[config.mk]
export PLATFORM = sky130hd
export DESIGN_NAME = bank_stream_reader
export DESIGN_NICKNAME = d
export VERILOG_FILES = /design/src/rtl/bank_stream_reader.sv
export SDC_FILE = /design/constraint.sdc
export NUM_CORES = 1
export LEC_CHECK = 0
export BUFFER_PORTS_ARGS = -buffer_cell sky130_fd_sc_hd__buf_2
export CAP_MARGIN = 20
export CORE_UTILIZATION = 30
export DETAILED_ROUTE_END_ITERATION = 16
export PLACE_DENSITY = 0.52
export SLEW_MARGIN = 40
export SYNTH_ARGS = -nofsm -noshare
export SYNTH_HDL_FRONTEND = slang
export SYNTH_SLANG_ARGS = --single-unit
[constraint.sdc]
create_clock -name clk -period 3.7 [get_ports clk]
set_input_delay 0.185 -clock clk [delete_from_list [all_inputs] [get_ports clk]]
set_output_delay 0.185 -clock clk [all_outputs]
set_load 0.005 [all_outputs]
[src/rtl/bank_stream_reader.sv]
// bank_stream_reader: streams a burst of words out of a synchronous-read
// memory bank through a 2-entry output FIFO with valid/ready handshake.
//
// A burst is requested with start in IDLE. The reader issues bank reads
// (rd_en/rd_addr/rd_muxcode). Each rd_word is captured one cycle after its
// read and presented on out_word/out_valid. Reads are throttled so that the
// FIFO plus the read in flight never exceeds two words. With out_ready held
// high this sustains one word per cycle.
//
// Optional feature: define BANK_READER_STRIDE_EN to add a 'stride' input
// that is sampled with start and used as the address step. Without it the
// step is fixed at 1. Addresses always wrap modulo 2^a.
module bank_stream_reader #(
  parameter int w = 64,
  parameter int a = 10
) (
  input  logic         clk,
  input  logic         rst,
  input  logic         start,
  input  logic [a-1:0] base_addr,
  input  logic [a:0]   length,
  input  logic [1:0]   muxcode,
`ifdef BANK_READER_STRIDE_EN
  input  logic [a-1:0] stride,
`endif
  output logic         busy,
  output logic         done,
  output logic         rd_en,
  output logic [a-1:0] rd_addr,
  output logic [1:0]   rd_muxcode,
  input  logic [w-1:0] rd_word,
  output logic [w-1:0] out_word,
  output logic         out_valid,
  input  logic         out_ready
);

  typedef enum logic [1:0] {
    IDLE = 2'd0,
    RUN  = 2'd1,
    DONE = 2'd2
  } state_t;

  localparam logic [a:0] ONE_WORD = {{a{1'b0}}, 1'b1};

  // Control state
  state_t       state_q, state_d;
  logic [a:0]   issue_rem_q, issue_rem_d;  // reads still to issue
  logic [a:0]   xfer_rem_q, xfer_rem_d;    // words still to hand to the consumer
  logic [a-1:0] next_addr_q, next_addr_d;  // address of the next read
  logic [a-1:0] last_addr_q, last_addr_d;  // address of the most recent read
  logic [1:0]   mux_q, mux_d;
  logic         inflight_q, inflight_d;    // a read was issued last cycle
  logic [a-1:0] step;

`ifdef BANK_READER_STRIDE_EN
  logic [a-1:0] step_q, step_d;
  assign step = step_q;
`else
  assign step = {{(a-1){1'b0}}, 1'b1};
`endif

  // Output FIFO
  logic [w-1:0] fifo_mem_q [2];
  logic         wr_ptr_q, wr_ptr_d;
  logic         rd_ptr_q, rd_ptr_d;
  logic [1:0]   count_q, count_d;

  // Per-cycle handshake and issue decisions
  logic         launch;
  logic         fifo_valid;
  logic         push;
  logic         pop;
  logic [2:0]   occupancy;
  logic         issue;

  // Decide this cycle's launch, push, pop and read issue from registered state
  always_comb begin
    launch     = (state_q == IDLE) && start;
    fifo_valid = (count_q != 2'd0);
    push       = inflight_q;
    pop        = fifo_valid && out_ready;
    // Words that will occupy FIFO slots after this edge if nothing new is
    // issued: stored words plus the returning read, minus the one leaving.
    occupancy  = {1'b0, count_q} + {2'b00, inflight_q} - {2'b00, pop};
    issue      = (state_q == RUN) && (issue_rem_q != '0) && (occupancy < 3'd2);
  end

  // FSM next-state logic
  always_comb begin
    // NOTE: every always_comb output gets a default first, so no path
    // leaves a signal unassigned and no latch is inferred.
    state_d = state_q;
    unique case (state_q)
      IDLE: begin
        if (start) begin
          state_d = (length == '0) ? DONE : RUN;
        end
      end
      RUN: begin
        if (pop && (xfer_rem_q == ONE_WORD)) begin
          state_d = DONE;
        end
      end
      DONE:    state_d = IDLE;
      default: state_d = IDLE;
    endcase
  end

  // Burst bookkeeping: capture request, advance address and counters
  always_comb begin
    issue_rem_d = issue_rem_q;
    xfer_rem_d  = xfer_rem_q;
    next_addr_d = next_addr_q;
    last_addr_d = last_addr_q;
    mux_d       = mux_q;
    inflight_d  = issue;
`ifdef BANK_READER_STRIDE_EN
    step_d      = step_q;
`endif

    if (launch) begin
      issue_rem_d = length;
      xfer_rem_d  = length;
      next_addr_d = base_addr;
      mux_d       = muxcode;
`ifdef BANK_READER_STRIDE_EN
      step_d      = stride;
`endif
    end

    if (issue) begin
      issue_rem_d = issue_rem_q - 1'b1;
      next_addr_d = next_addr_q + step;   // wraps modulo 2^a
      last_addr_d = next_addr_q;
    end

    if (pop) begin
      xfer_rem_d = xfer_rem_q - 1'b1;
    end
  end

  // FIFO pointer and occupancy update
  always_comb begin
    wr_ptr_d = push ? ~wr_ptr_q : wr_ptr_q;
    rd_ptr_d = pop  ? ~rd_ptr_q : rd_ptr_q;
    count_d  = count_q;
    unique case ({push, pop})
      2'b10:   count_d = count_q + 2'd1;
      2'b01:   count_d = count_q - 2'd1;
      default: count_d = count_q;
    endcase
  end

  // State registers with synchronous reset
  always_ff @(posedge clk) begin
    // NOTE: sequential state uses non-blocking assignments so every register
    // samples pre-edge values regardless of statement order.
    if (rst) begin
      state_q     <= IDLE;
      issue_rem_q <= '0;
      xfer_rem_q  <= '0;
      next_addr_q <= '0;
      last_addr_q <= '0;
      mux_q       <= '0;
      inflight_q  <= 1'b0;  // drops any read issued just before reset
      wr_ptr_q    <= 1'b0;
      rd_ptr_q    <= 1'b0;
      count_q     <= '0;
`ifdef BANK_READER_STRIDE_EN
      step_q      <= '0;
`endif
    end else begin
      state_q     <= state_d;
      issue_rem_q <= issue_rem_d;
      xfer_rem_q  <= xfer_rem_d;
      next_addr_q <= next_addr_d;
      last_addr_q <= last_addr_d;
      mux_q       <= mux_d;
      inflight_q  <= inflight_d;
      wr_ptr_q    <= wr_ptr_d;
      rd_ptr_q    <= rd_ptr_d;
      count_q     <= count_d;
`ifdef BANK_READER_STRIDE_EN
      step_q      <= step_d;
`endif
    end
  end

  // FIFO storage: capture the bank word returning from last cycle's read
  always_ff @(posedge clk) begin
    // NOTE: the storage array has no reset; count_q qualifies its contents
    // and out_word is forced to zero whenever the FIFO is empty.
    if (push) begin
      fifo_mem_q[wr_ptr_q] <= rd_word;
    end
  end

  // Outputs are held at zero while reset is asserted
  assign busy       = !rst && (state_q != IDLE);
  assign done       = !rst && (state_q == DONE);
  assign rd_en      = !rst && issue;
  assign rd_addr    = rst ? '0 : (issue ? next_addr_q : last_addr_q);
  assign rd_muxcode = rst ? 2'b00 : mux_q;
  assign out_valid  = !rst && fifo_valid;
  assign out_word   = out_valid ? fifo_mem_q[rd_ptr_q] : '0;

endmodule

# Yosys cells after proc, flatten, opt, wreduce, memory -nomap -nowiden
# Memories as Yosys holds them, arrays and structs flattened. A register that Yosys moved wholly into a read port is not among the register bits.
# Index checks and enable logic that the tools add are counted.
# totals
regBits	51
ramBits	128
inputBits	91
out_inout_bits	80
elab_cells	65
n_memories	1
# op_classes
addsub	7
magnitude_cmp	1
n_eq_ne	7
muxes	18
bitwise_logic	2
n_reduce_logical	19
# mem_list
memory	words	word_bits	read_ports	rd_clocked_by_memory_dff	wr	line_no	text
fifo_mem_q	2	64	1	1	1	63	logic [w-1:0] fifo_mem_q [2];
# ops
cell	count
$mux W64	1
$mux W10	4
$mux W11	3
$sub A11 B1 Y11 const B	2
$eq A11 B1 Y1 const B	1
$logic_not A11 Y1	1
$reduce_bool A11 Y1	1
$add A10 B1 Y10 const B	1
$reduce_bool A2 Y1	5
$logic_and A1 B1 Y1	9
$mux W2	4
$pmux W2 S2	2
$eq A2 B1 Y1 const B	2
$eq A2 B2 Y1 const B	2
$mux W1	4
$add A2 B1 Y3	1
$lt A3 B2 Y1 const B	1
$sub A3 B1 Y3	1
$add A2 B1 Y2 const B	1
$logic_not A2 Y1	1
$ne A2 B1 Y1 const B	1
$ne A2 B2 Y1 const B	1
$not A1 Y1	2
$reduce_and A2 Y1	1
other kinds (2)	2

# Longest topological paths before layout
# Gate-level depths: netlist of the first run.
# logic_depth
word_depth	7
mapped_depth	12
ltp_nobuf	8

# Worst setup path after synthesis of the first run
# OpenSTA, ideal clock, no wires.
# synth_path
kind	register -> register
start	register inflight_q
end	memory fifo_mem_q[0][0], enable pin
setup_time_ps	494
arrival_ps	3418
required_ps	3206
path_slack_ps	-211
stages_incl_launch_ff	3
path_buffers	1
period_less_slack_ps	3911
cell_sequence	dfxtp_1 > clkbuf_1 > nor2b_1
# synth_between
elab_chain_cells	2
# synth_lines
item	line_no	text
start: declaration	52	logic inflight_q, inflight_d;
start signal: assignment	179	inflight_q <= inflight_d;
$mux W1	193	if (push) begin
$mux W1 (not written as such)	194	fifo_mem_q[wr_ptr_q] <= rd_word;
end: declaration	63	
# Every way passes these cells.

# Final worst setup path of the first run
# layout_path
start	register count_q[1]
end	output port rd_addr[0]
# layout_between
elab_chain_cells	7
word_cells_on_any_way	8
cone_classes	add/sub (2); order compare (1); mux (2); reduce/logical (3)
# layout_lines
item	line_no	text
start: declaration	66	logic [1:0] count_q, count_d;
start signal: assignment	182	count_q <= count_d;
branches (longest 2 deep; another with $add A2 B1 Y3)	n/a	
$sub A3 B1 Y3 *	84	occupancy = {1'b0, count_q} + {2'b00, inflight_q} - {2'b00, pop};
$lt A3 B2 Y1 *	85	issue = (state_q == RUN) && (issue_rem_q != '0) && (occupancy < 3'd2);
$logic_and A1 B1 Y1 *	85	
$mux W10 * (2 in series)	n/a	
end: declaration	29	output logic [a-1:0] rd_addr,
# Mark *: on every way between the ends.

==> results of run 1 <==
## per-layer routing
metal / routed length, um / share of wire (%) / vias up / GRT usage [%]
li1: - / - / 2832 / -
met2: 9093 / 48 / 190 / 24.80
met3: 1108 / 5.8 / 20 / 3.090
met1: 8476 / 45 / 2752 / 18.30
met4: 303 / 1.6 / 0 / 5.189
met5: 0 / 0 / - / 0
## logic make-up (layout without fill, tap and decap cells)
logic type      count (synthesis)  in the layout  share of synthesized area, %
buf+inv                        53            290                         2.822
other cells                     0              1                             0
flops                         180            180                         63.69
compound gates                105            105                         9.152
mux                            66             66                         8.630
fa+ha+maj                       5              5                        0.9136
simple gates                  222            222                         14.23
xor+xnor                        5              5                        0.5709
## worst max-delay path: cells and delay by family, from the launching register on
family                   cells  cell delay, ns
buffers and inverters        2            0.43
AND/OR/NAND/NOR              4            0.78
flip-flops                   1            0.61
AO/OA/AOI/OAI                2            0.27
adder cells (fa/ha/maj)      1            0.50
multiplexers                 1            0.25
## worst paths after layout
path	from	to	depth (start not counted)
max	count_q[1]	rd_addr[0]	10
min	base_addr[1]	next_addr_q[1]	3
max reg2reg	count_q[1]	issue_rem_q[10]	9
min reg2reg	mux_q[1]	mux_q[1]	2
## cells in the mapped netlist (6+ instances only)
master and instances:
a21oi_1 25, a31oi_1 17, buf_1 11, buf_2 8
clkbuf_1 25, dfxtp_1 52, edfxtp_1 128, inv_1 8
mux2i_1 65, nand2_1 40, nand3_1 21, nand4_1 12
nor2_1 91, nor2b_1 6, nor3_1 12, nor4_1 6
o211ai_1 8, o21ai_0 18
## what timing repair did
item / 4_1_cts / 5_1_grt
setup buffers: 0 / 0
endpoints found under the setup margin: 0 / 6
hold buffers: 68 / 0
gates resized for setup: 0 / 1
endpoints found under the hold margin: 132 / 0
## power by group through the flow
stage / clock (W) / combinational [W] / sequential [W]
2_1_floorplan: 0 / 0.000371 / 0.00235
3_3_place_gp: 0 / 0.000535 / 0.00238
3_5_place_dp: 0 / 0.000544 / 0.00238
4_1_cts: 0.00193 / 0.000605 / 0.00233
5_1_grt: 0.00199 / 0.000664 / 0.00235
6_report: 0.00187 / 0.000603 / 0.00233
## registers in the layout, summed over array words and instances, names as in the netlist, named ones only
register	flops
count_q	2
fifo_mem_q	128
inflight_q	1
issue_rem_q	11
last_addr_q	10
mux_q	2
next_addr_q	10
rd_ptr_q	1
state_q	2
wr_ptr_q	1
xfer_rem_q	11
## metrics by stage
| stage | instance area [um^2] | power [W] |
|---|---|---|
| finish | 10200 | 0.004802 |
| floorplan | 7672 | 0.002721 |
| CTS | 10190 | 0.004865 |
| global placement | 8879 | 0.002918 |
| detailed placement | 8899 | 0.002921 |
| global route | 10200 | 0.005003 |
## final cells by class
class | count | area (um^2) | share of cell area, %
diodes | 1 | 2.502 | 0.02452
clock inverters | 14 | 183.9 | 1.802
multi-input cells | 403 | 2608 | 25.55
flip-flops and latches | 180 | 4888 | 47.90
repair buffers | 251 | 1654 | 16.21
well taps | 330 | 412.9 | 4.046
inverters | 8 | 30.03 | 0.2943
clock buffers | 17 | 425.4 | 4.169
==> metrics.log, run 1 <==
INFO  metric crit_path_start_kind = register
INFO  metric crit_type = reg -> out
INFO  metric global_route.usage.total = roughly 15%
INFO  metric synth_sequential_area_ratio = 63.69%
INFO  metric switching_power = 0.001255 W
INFO  metric floorplan.rows = 58
INFO  metric setup.worst_path.end_class = primary output
INFO  metric min_path_type = in -> reg
INFO  metric worst_ir_drop_vdd = 276.2 uV
INFO  metric wl_per_cell = 15.76 um
INFO  metric p_clk_share = 38.8%
INFO  metric cts.clk_slew.worst_paths = ~0.08 ns
INFO  metric worst_clock_skew = about 0.015 ns
INFO  metric core_area = approximately 25000 um^2
INFO  metric fillers = between 2000 and 2500
INFO  metric async_flop_share = 0%
INFO  metric final-max-slew-violation-count = 0
INFO  metric r2r_setup_slack = 0.69 ns
INFO  metric cpMostUsedCell = nand2_1
INFO  metric timing.setup.tns = 0 ns
INFO  metric final_core_utilization = around 41%
INFO  metric cts_root_buf = clkbuf_16
INFO  metric clock_tree.htree_level_count = 4
INFO  metric power.share.combinational = 12.6%
INFO  metric yosysTopAreaCellShare = 50.11%
INFO  metric cts_max_path_buffers = 2
INFO  metric avgViaCountPerCell = 4.812
INFO  metric synthToLayoutAreaGrowth = 33.05%
INFO  metric rsz0062_at_grt = false
INFO  metric p_per_area = 470.5 nW/um^2
INFO  metric postSynthCellCount = ~640
INFO  metric mostFrequentLayoutCells = buf_2 (170), edfxtp_1 (128), nor2_1 (91)
INFO  metric drt.antenna.violating_nets = 0
INFO  metric grt_start_max_net_pins = 66
INFO  metric final_nets = 957
INFO  metric drv.max_cap_violation_count = 0
INFO  metric totalWireLength = 18980 um
INFO  metric grt_pass1_wl = 29770 um
INFO  metric layout-drive-gt1-share = 26.80%
INFO  metric slew_at_the_pin_closest_to_its_max_slew_limit = between 0.7 and 0.8 ns
INFO  metric intPower = 0.003547 W
INFO  metric crit_path_max_fanout = 12
INFO  metric sequentialPowerShare = between 40% and 50%
INFO  metric gp_congestion = 0.7976
INFO  metric yosysWarningCount = 0
INFO  metric slowest_delay = 0.61 ns
INFO  metric fin_ws = 0.2740 ns
INFO  metric cts_buf_count = 17
INFO  metric finalHoldViolCount = 0
INFO  metric antenna_found_initial = 1
INFO  metric post_layout_instance_count_excluding_filler_cells = 1204
INFO  metric p_leak = 3.759 nW
INFO  metric clock_insertion_delay_worst_skew = ~0.43 ns
INFO  metric cp_cell_sequence = nand2_1, mux2i_1, nand2_1, fa_1, and3b_1, nand2_1, buf_4, o21ai_0, a21oi_1, buf_2
INFO  metric floorplan.die_area = roughly 26000 um^2
INFO  metric initial_core_util = 30.55%
INFO  metric fp.dieH = 161.9 um
INFO  metric worst_slew_margin_rel = approximately 49%
INFO  metric synthTopCellsByArea = edfxtp_1 (50%), dfxtp_1 (14%), mux2i_1 (8.5%), nor2_1 (4.5%), nand2_1 (2.0%)
INFO  metric synth_top_area_cell = edfxtp_1
INFO  metric first_global_vias = 5655
INFO  metric x_dimension_of_the_die = 161.9 um
INFO  metric layout_commonest_cell = buf_2
INFO  metric detailed_placer_s_ending_hpwl = 12200 um
INFO  metric pre_cts_ws = about 0.62 ns
INFO  metric crit_required = around 3.5 ns
INFO  metric yosys_register_bits = 180
INFO  metric cts_tree = done
INFO  metric cp_slowest_cell = dfxtp_1
INFO  metric average_instance_area_after_synthesis = 12.06 um^2
INFO  metric portBuffers = 170
INFO  metric finalSetupViolCount = 0
INFO  metric clock-sinks = 180
INFO  metric critPathArrivalTime = 3.24 ns
INFO  metric synth-main-ff-cell = edfxtp_1
INFO  metric timing.final.crit_period = between 3 and 4 ns
INFO  metric fmax = 291.9 MHz
INFO  metric net_switching_fraction_of_the_power = a little over a quarter
INFO  metric synthesis.nets = 732
INFO  metric dp_cells = 1104
INFO  metric routed-via-count = 5794
INFO  metric detail_route.drc_violations = 0
INFO  metric netlist-cell-type-count = 58
INFO  metric detail_route.first_pass.iterations = 7
INFO  metric ios = ~170
INFO  metric grt_overflow = 0
INFO  metric drt_iter0_markers = 271
INFO  metric layout_worst_path_cycle_share = about 90%
INFO  metric status = completed
INFO  metric synth-edff-count = approximately 130
INFO  metric fin_hold_ws = around 0.028 ns
INFO  metric cell_area_after_synthesis = 7670 um^2
Power figures use the tool's default switching activity.
==> run 2: changes to the inputs <==
--- a/config.mk
+++ b/config.mk
@@ -7,9 +7,11 @@
 export LEC_CHECK = 0
 export BUFFER_PORTS_ARGS = -buffer_cell sky130_fd_sc_hd__buf_2
 export CAP_MARGIN = 20
+export CORE_ASPECT_RATIO = 1.25
 export CORE_UTILIZATION = 30
 export DETAILED_ROUTE_END_ITERATION = 16
 export PLACE_DENSITY = 0.52
+export REMOVE_ABC_BUFFERS = 1
 export SLEW_MARGIN = 40
 export SYNTH_ARGS = -nofsm -noshare
 export SYNTH_HDL_FRONTEND = slang
==> metrics.log, run 2 (synthesized netlist as in run 1, its figures left out) <==
INFO  metric p_per_area = 456.4 nW/um^2 (was 470.5 nW/um^2)
INFO  metric rsz0062_at_grt = false (unchanged)
INFO  metric first_global_vias = 5714 (was 5655)
INFO  metric final-max-slew-violation-count = 0 (unchanged)
INFO  metric avgViaCountPerCell = 4.713 (was 4.812)
INFO  metric cts_buf_count = 17 (unchanged)
INFO  metric synthToLayoutAreaGrowth = 32.79% (was 33.05%)
INFO  metric fmax = 306.7 MHz (was 291.9 MHz)
INFO  metric worst_slew_margin_rel = 47.82% (was 48.53%)
INFO  metric layout_top_registers = fifo_mem_q x128, issue_rem_q x11, xfer_rem_q x11 (unchanged)
INFO  metric detailed_placer_s_ending_hpwl = 12420 um (was 12200 um)
INFO  metric dp_cells = 1112 (was 1104)
INFO  metric fin_ws = 0.4396 ns (was 0.2740 ns)
INFO  metric initial_core_util = 30.42% (was 30.55%)
INFO  metric cts_tree = done (unchanged)
INFO  metric timing.final.crit_period = 3.260 ns (was 3.426 ns)
INFO  metric fin_hold_ws = 0.03083 ns (was 0.02793 ns)
INFO  metric top_layer_used = met4 (unchanged)
INFO  metric post_cts.repair.setup_buffers = 0 (unchanged)
INFO  metric number_of_flip_flops_under_the_largest_register_name = 128 (unchanged)
INFO  metric fillers = 2439 (was 2469)
INFO  metric crit_path_max_fanout = 16 (was 12)
INFO  metric final_nets = 963 (was 957)
INFO  metric layout-drive-gt1-share = 26.82% (was 26.80%)
INFO  metric drt.antenna.violating_nets = 0 (unchanged)
INFO  metric x_dimension_of_the_die = 145.0 um (was 161.9 um)
INFO  metric worst_clock_skew = 0.01204 ns (was 0.01468 ns)
INFO  metric crit_path_start_kind = register (unchanged)
INFO  metric global_route.usage.total = 14.23% (was 14.61%)
INFO  metric cts_max_path_buffers = 2 (unchanged)
INFO  metric detail_route.first_pass.iterations = 4 (was 7)
INFO  metric placed_area = 8902 um^2 (was 8899 um^2)
INFO  metric status = completed (unchanged)
INFO  metric clock_tree.htree_level_count = 4 (unchanged)
INFO  metric post_layout_instance_count_excluding_filler_cells = 1215 (was 1204)
INFO  metric finalHoldViolCount = 0 (unchanged)
INFO  metric crit_required = 3.51 ns (about the same)
INFO  metric totalWireLength = 18360 um (was 18980 um)
INFO  metric clock_insertion_delay_worst_skew = 0.43 ns (about the same)
INFO  metric multiInputGateArea = 2606 um^2 (was 2608 um^2)
INFO  metric clock-sinks = 180 (unchanged)
INFO  metric timing.setup.tns = 0 ns (unchanged)
INFO  metric met2RoutedLength = 9208 um (was 9093 um)
INFO  metric gp_congestion = 0.7837 (was 0.7976)
INFO  metric p_leak = 3.748 nW (was 3.759 nW)
INFO  metric antenna_found_initial = 0 (was 1)
INFO  metric finalSetupViolCount = 0 (unchanged)
INFO  metric cts_root_buf = clkbuf_16 (unchanged)
INFO  metric ff_latch_area = 4888 um^2 (unchanged)
INFO  metric critPathArrivalTime = 3.08 ns (was 3.24 ns)
INFO  metric cts.clk_slew.worst_paths = 0.06 ns (was 0.08 ns)
INFO  metric core_area = 25210 um^2 (was 25110 um^2)
INFO  metric met3RoutedLength = 1049 um (was 1108 um)
INFO  metric mostFrequentLayoutCells = buf_2 (170), edfxtp_1 (128), nor2_1 (91) (unchanged)
INFO  metric floorplan.rows = 65 (was 58)
INFO  metric grt_overflow = 0 (unchanged)
INFO  metric slew_at_the_pin_closest_to_its_max_slew_limit = 0.7827 ns (was 0.7720 ns)
INFO  metric layout_commonest_cell = buf_2 (unchanged)
INFO  metric drt-met1-wl = 7956 um (was 8476 um)
INFO  metric grt_start_max_net_pins = 44 (was 66)
INFO  metric worst_ir_drop_vdd = 332.6 uV (was 276.2 uV)
INFO  metric pre_cts_ws = 0.5899 ns (was 0.6159 ns)
INFO  metric wl_per_cell = 15.11 um (was 15.76 um)
INFO  metric grt_pass1_wl = 29410 um (was 29770 um)
INFO  metric drv.max_cap_violation_count = 0 (unchanged)
INFO  metric fin_area = 10180 um^2 (was 10200 um^2)
INFO  metric fp.dieH = 180.8 um (was 161.9 um)
INFO  metric ios = 171 (unchanged)
INFO  metric detail_route.drc_violations = 0 (unchanged)
INFO  metric crit_type = reg -> out (unchanged)
INFO  metric largest-register = fifo_mem_q (unchanged)
INFO  metric floorplan.die_area = 26210 um^2 (about the same)
INFO  metric routed-via-count = 5726 (was 5794)
INFO  metric setup.worst_path.end_class = primary output (unchanged)
INFO  metric min_path_type = in -> reg (unchanged)
INFO  metric layout_worst_path_cycle_share = 88.12% (was 92.59%)
INFO  metric drt_iter0_markers = 214 (was 271)
INFO  metric portBuffers = 170 (unchanged)
INFO  metric antenna_cells_inserted = 0 (was 1)
-- run 2: cell types whose count changed in the layout (fill, tap and decap cells not counted), sizes merged --
cell,previous run,this run
dlygate4sd3,68,71
diode,1,0
clkinvlp,1,3
clkbuf,17,20
inv,15,12
buf,183,186
bufinv,2,1
-- run 2: area by class of cell --
| cell class | instances | share of cell area [%] |
|---|---|---|
| multi-input cells | 403 | 25.59 |
| flip-flops and latches | 180 | 48.00 |
| well taps | 335 | 4.115 |
| clock inverters | 12 | 1.204 |
| repair buffers | 257 | 16.51 |
| clock buffers | 20 | 4.287 |
| inverters | 8 | 0.2948 |
-- run 2: through the flow --
step	utilization, %	power, W
after floorplan	-	0.002695
after global placement	35.31	0.002922
after detailed placement	35.31	0.002925
after CTS	40.35	0.004713
after global routing	40.40	0.004848
final	40.40	0.004648
-- run 2: path summary, 6_finish.rpt --
check	from	endpoint	slack, ns	depth (start not counted)
hold reg to reg	mux_q[1]	mux_q[1]	0.46	2
hold / removal	base_addr[0]	next_addr_q[0]	0.03	3
setup / recovery	count_q[0]	rd_addr[9]	0.44	10
setup reg to reg	count_q[0]	issue_rem_q[6]	0.93	8
-- run 2: timing repair --
item / CTS / global route
endpoints found under the setup margin: 0 / 10
resized for setup: 0 / 3
hold buffers: 71 / 0
endpoints found under the hold margin: 135 / 0
-- run 2: power breakdown --
part | switching, W | internal, W | total, W
combinational | 0.000339 | 0.000262 | 0.000601
sequential | 0.0000787 | 0.00226 | 0.00234
clock | 0.000768 | 0.000941 | 0.00171
total | 0.00119 | 0.00346 | 0.00465
-- run 2: critical path: stages, from the launching register on --
cell and delay, ns:
dfxtp_1 0.47, inv_1 0.11, mux2i_1 0.22, nand2_1 0.10, fa_1 0.50, and3b_1 0.28
and2_2 0.29, buf_4 0.25, nand3_1 0.10, a21oi_1 0.19, buf_2 0.15
-- run 2: per-layer routing --
| metal | vias to the layer above | GRT usage (%) |
|---|---|---|
| met5 | - | 0 |
| met4 | 0 | 3.915 |
| met3 | 12 | 3.914 |
| met2 | 168 | 24.88 |
| met1 | 2712 | 17.04 |
| li1 | 2834 | - |
==> run 3: changes to the inputs <==
--- a/config.mk
+++ b/config.mk
@@ -10,7 +10,8 @@
 export CORE_ASPECT_RATIO = 1.25
 export CORE_UTILIZATION = 30
 export DETAILED_ROUTE_END_ITERATION = 16
-export PLACE_DENSITY = 0.52
+export GPL_TIMING_DRIVEN = 0
+export PLACE_DENSITY = 0.5
 export REMOVE_ABC_BUFFERS = 1
 export SLEW_MARGIN = 40
 export SYNTH_ARGS = -nofsm -noshare
==> constraint.sdc (replaced) <==
create_clock -name clk -period 3.45 [get_ports clk]
set_input_delay 0.1725 -clock clk [delete_from_list [all_inputs] [get_ports clk]]
set_output_delay 0.1725 -clock clk [all_outputs]
set_load 0.005 [all_outputs]
==> metrics.log, run 3 (synthesized netlist as in run 1, its figures left out) <==
INFO  metric status = completed (unchanged)
INFO  metric detailed_placer_s_ending_hpwl = 12570 um (was 12420 um)
INFO  metric setup.worst_path.end_class = primary output (unchanged)
INFO  metric globalRouteMet3Util = 3.914% (unchanged)
INFO  metric wl_per_cell = 15.45 um (was 15.11 um)
INFO  metric met2_capacity_usage_during_global_routing = 25.31% (was 24.88%)
INFO  metric grt_pass1_wl = 30480 um (was 29410 um)
INFO  metric cts_root_buf = clkbuf_16 (unchanged)
INFO  metric finalSetupViolCount = 0 (unchanged)
INFO  metric layout_commonest_cell = buf_2 (unchanged)
INFO  metric clock_insertion_delay_worst_skew = 0.43 ns (about the same)
INFO  metric groute.layer.met1.usage = 17.89% (was 17.04%)
INFO  metric drt_iter0_markers = 272 (was 214)
INFO  metric p_leak = 3.834 nW (was 3.748 nW)
INFO  metric x_dimension_of_the_die = 145.0 um (unchanged)
INFO  metric totalWireLength = 18820 um (was 18360 um)
INFO  metric worst_clock_skew = 0.01336 ns (was 0.01204 ns)
INFO  metric cts.clk_slew.worst_paths = 0.08 ns (was 0.06 ns)
INFO  metric number_of_flip_flops_under_the_largest_register_name = 128 (unchanged)
INFO  metric final_nets = 967 (was 963)
INFO  metric core_area = 25210 um^2 (unchanged)
INFO  metric detail_route.first_pass.iterations = 6 (was 4)
INFO  metric layout_top_registers = fifo_mem_q x128, issue_rem_q x11, xfer_rem_q x11 (unchanged)
INFO  metric min_path_type = in -> reg (unchanged)
INFO  metric largest-register = fifo_mem_q (unchanged)
INFO  metric avgViaCountPerCell = 4.728 (was 4.713)
INFO  metric fmax = approximately 320 MHz
INFO  metric final-max-slew-violation-count = 0 (unchanged)
INFO  metric routed-via-count = 5759 (was 5726)
INFO  metric finalHoldViolCount = 0 (unchanged)
INFO  metric global_route.usage.total = 14.73% (was 14.23%)
INFO  metric slew_at_the_pin_closest_to_its_max_slew_limit = 0.8033 ns (was 0.7827 ns)
INFO  metric timing.final.crit_period = 3.154 ns
INFO  metric crit_type = reg -> out (unchanged)
INFO  metric worst_slew_margin_rel = 46.09% (was 47.82%)
INFO  metric antenna_found_initial = 0 (unchanged)
INFO  metric fp.dieH = 180.8 um (unchanged)
INFO  metric mostFrequentLayoutCells = buf_2 (171), edfxtp_1 (128), nor2_1 (91) (was buf_2 (170), edfxtp_1 (128), nor2_1 (91))
INFO  metric fillers = 2394 (was 2439)
INFO  metric fin_area = 10410 um^2 (was 10180 um^2)
INFO  metric cts_buf_count = 17 (unchanged)
INFO  metric ios = 171 (unchanged)
INFO  metric drv.max_cap_violation_count = 0 (unchanged)
INFO  metric p_per_area = 498.0 nW/um^2 (was 456.4 nW/um^2)
INFO  metric critPathArrivalTime = 2.98 ns (was 3.08 ns)
INFO  metric crit_path_start_kind = register (unchanged)
INFO  metric floorplan.rows = 65 (unchanged)
INFO  metric first_global_vias = 5856 (was 5714)
INFO  metric synthToLayoutAreaGrowth = 35.66% (was 32.79%)
INFO  metric floorplan.die_area = 26210 um^2 (unchanged)
INFO  metric cts_tree = done (unchanged)
INFO  metric clock-sinks = 180 (unchanged)
INFO  metric grt_start_max_net_pins = 63 (was 44)
INFO  metric timing.setup.tns = 0 ns (unchanged)
INFO  metric worst_ir_drop_vdd = 351.9 uV (was 332.6 uV)
INFO  metric detail_route.drc_violations = 0 (unchanged)
INFO  metric cts_max_path_buffers = 2 (unchanged)
INFO  metric layout_worst_path_cycle_share = 91.43%
INFO  metric drt.antenna.violating_nets = 0 (unchanged)
INFO  metric gp_congestion = 0.7361 (was 0.7837)
INFO  metric crit_required = 3.28 ns (was 3.51 ns)
INFO  metric initial_core_util = 30.42% (unchanged)
INFO  metric clock_tree.htree_level_count = 4 (unchanged)
INFO  metric grt_overflow = 0 (unchanged)
INFO  metric layout-drive-gt1-share = 27.41% (was 26.82%)
INFO  metric portBuffers = 170 (unchanged)
INFO  metric rsz0062_at_grt = false (unchanged)
INFO  metric crit_path_max_fanout = 17 (was 16)
INFO  metric antenna_cells_inserted = 0 (unchanged)
INFO  metric placed_area = 9045 um^2 (was 8902 um^2)
INFO  metric grt_most_used_layer = met2 (unchanged)
[run 3: metal layers]
metal / up-vias / routed length [um]
li1: 2845 / -
met1: 2727 / 8526
met2: 173 / 9093
met3: 14 / 989
met4: 0 / 211
met5: - / 0
[run 3: metrics by stage]
stage                     hold WS, ns  cells  util [%]  setup slack [ns]  total power (W)
after detailed placement       0.3639   1114     35.88           0.06600         0.003165
final                         0.01679   1218     41.27            0.2955         0.005182
after global placement         0.3602   1096     34.72            -2.392         0.003132
after CTS                  0.00002748   1218     41.20           0.03274         0.005240
after floorplan                0.2387    591         -           -0.3499         0.002890
after global routing          0.01625   1218     41.27           0.01017         0.005393
[run 3: path summary, 6_finish.rpt]
| check | depth (start not counted) | start | endpoint | slack [ns] |
|---|---|---|---|---|
| worst max-delay path | 9 | count_q[1] | rd_en | 0.30 |
| worst min-delay path | 3 | base_addr[3] | next_addr_q[3] | 0.02 |
| worst max register to register | 8 | count_q[1] | issue_rem_q[6] | 0.71 |
| worst min register to register | 2 | mux_q[1] | mux_q[1] | 0.46 |
[run 3: cell type report]
type                    instances  area, um^2  share of cell area [%]
clock buffers                  18       429.2                   4.125
clock inverters                13       172.7                   1.659
inverters                       8       30.03                  0.2886
multi-input cells             404        2633                   25.30
flip-flops and latches        180        4890                   46.99
well taps                     335       419.2                   4.028
repair buffers                260        1832                   17.60
[run 3: critical path, cell delays in order (launching register included)]
cell and delay, ns:
dfxtp_2 0.50, nand2_1 0.11, mux2i_1 0.24, nand2_1 0.11
fa_1 0.51, and3b_2 0.30, and2_4 0.33, nand2_1 0.20
nor2_1 0.13, buf_2 0.13
[run 3: timing repair]
action | 4_1_cts | 5_1_grt
gates cloned | 1 | 0
resized for setup | 3 | 4
hold buffers | 72 | 0
buffers inserted | 0 | 0
pin swaps | 0 | 0
endpoints found under the setup margin | 11 | 11
hold endpoints to repair | 136 | 0
[run 3: report_power, final]
part	internal (W)	switching, W	total (W)
combinational	0.000309	0.000379	0.000689
clock	0.00115	0.000842	0.00199
sequential	0.00242	0.0000784	0.00250
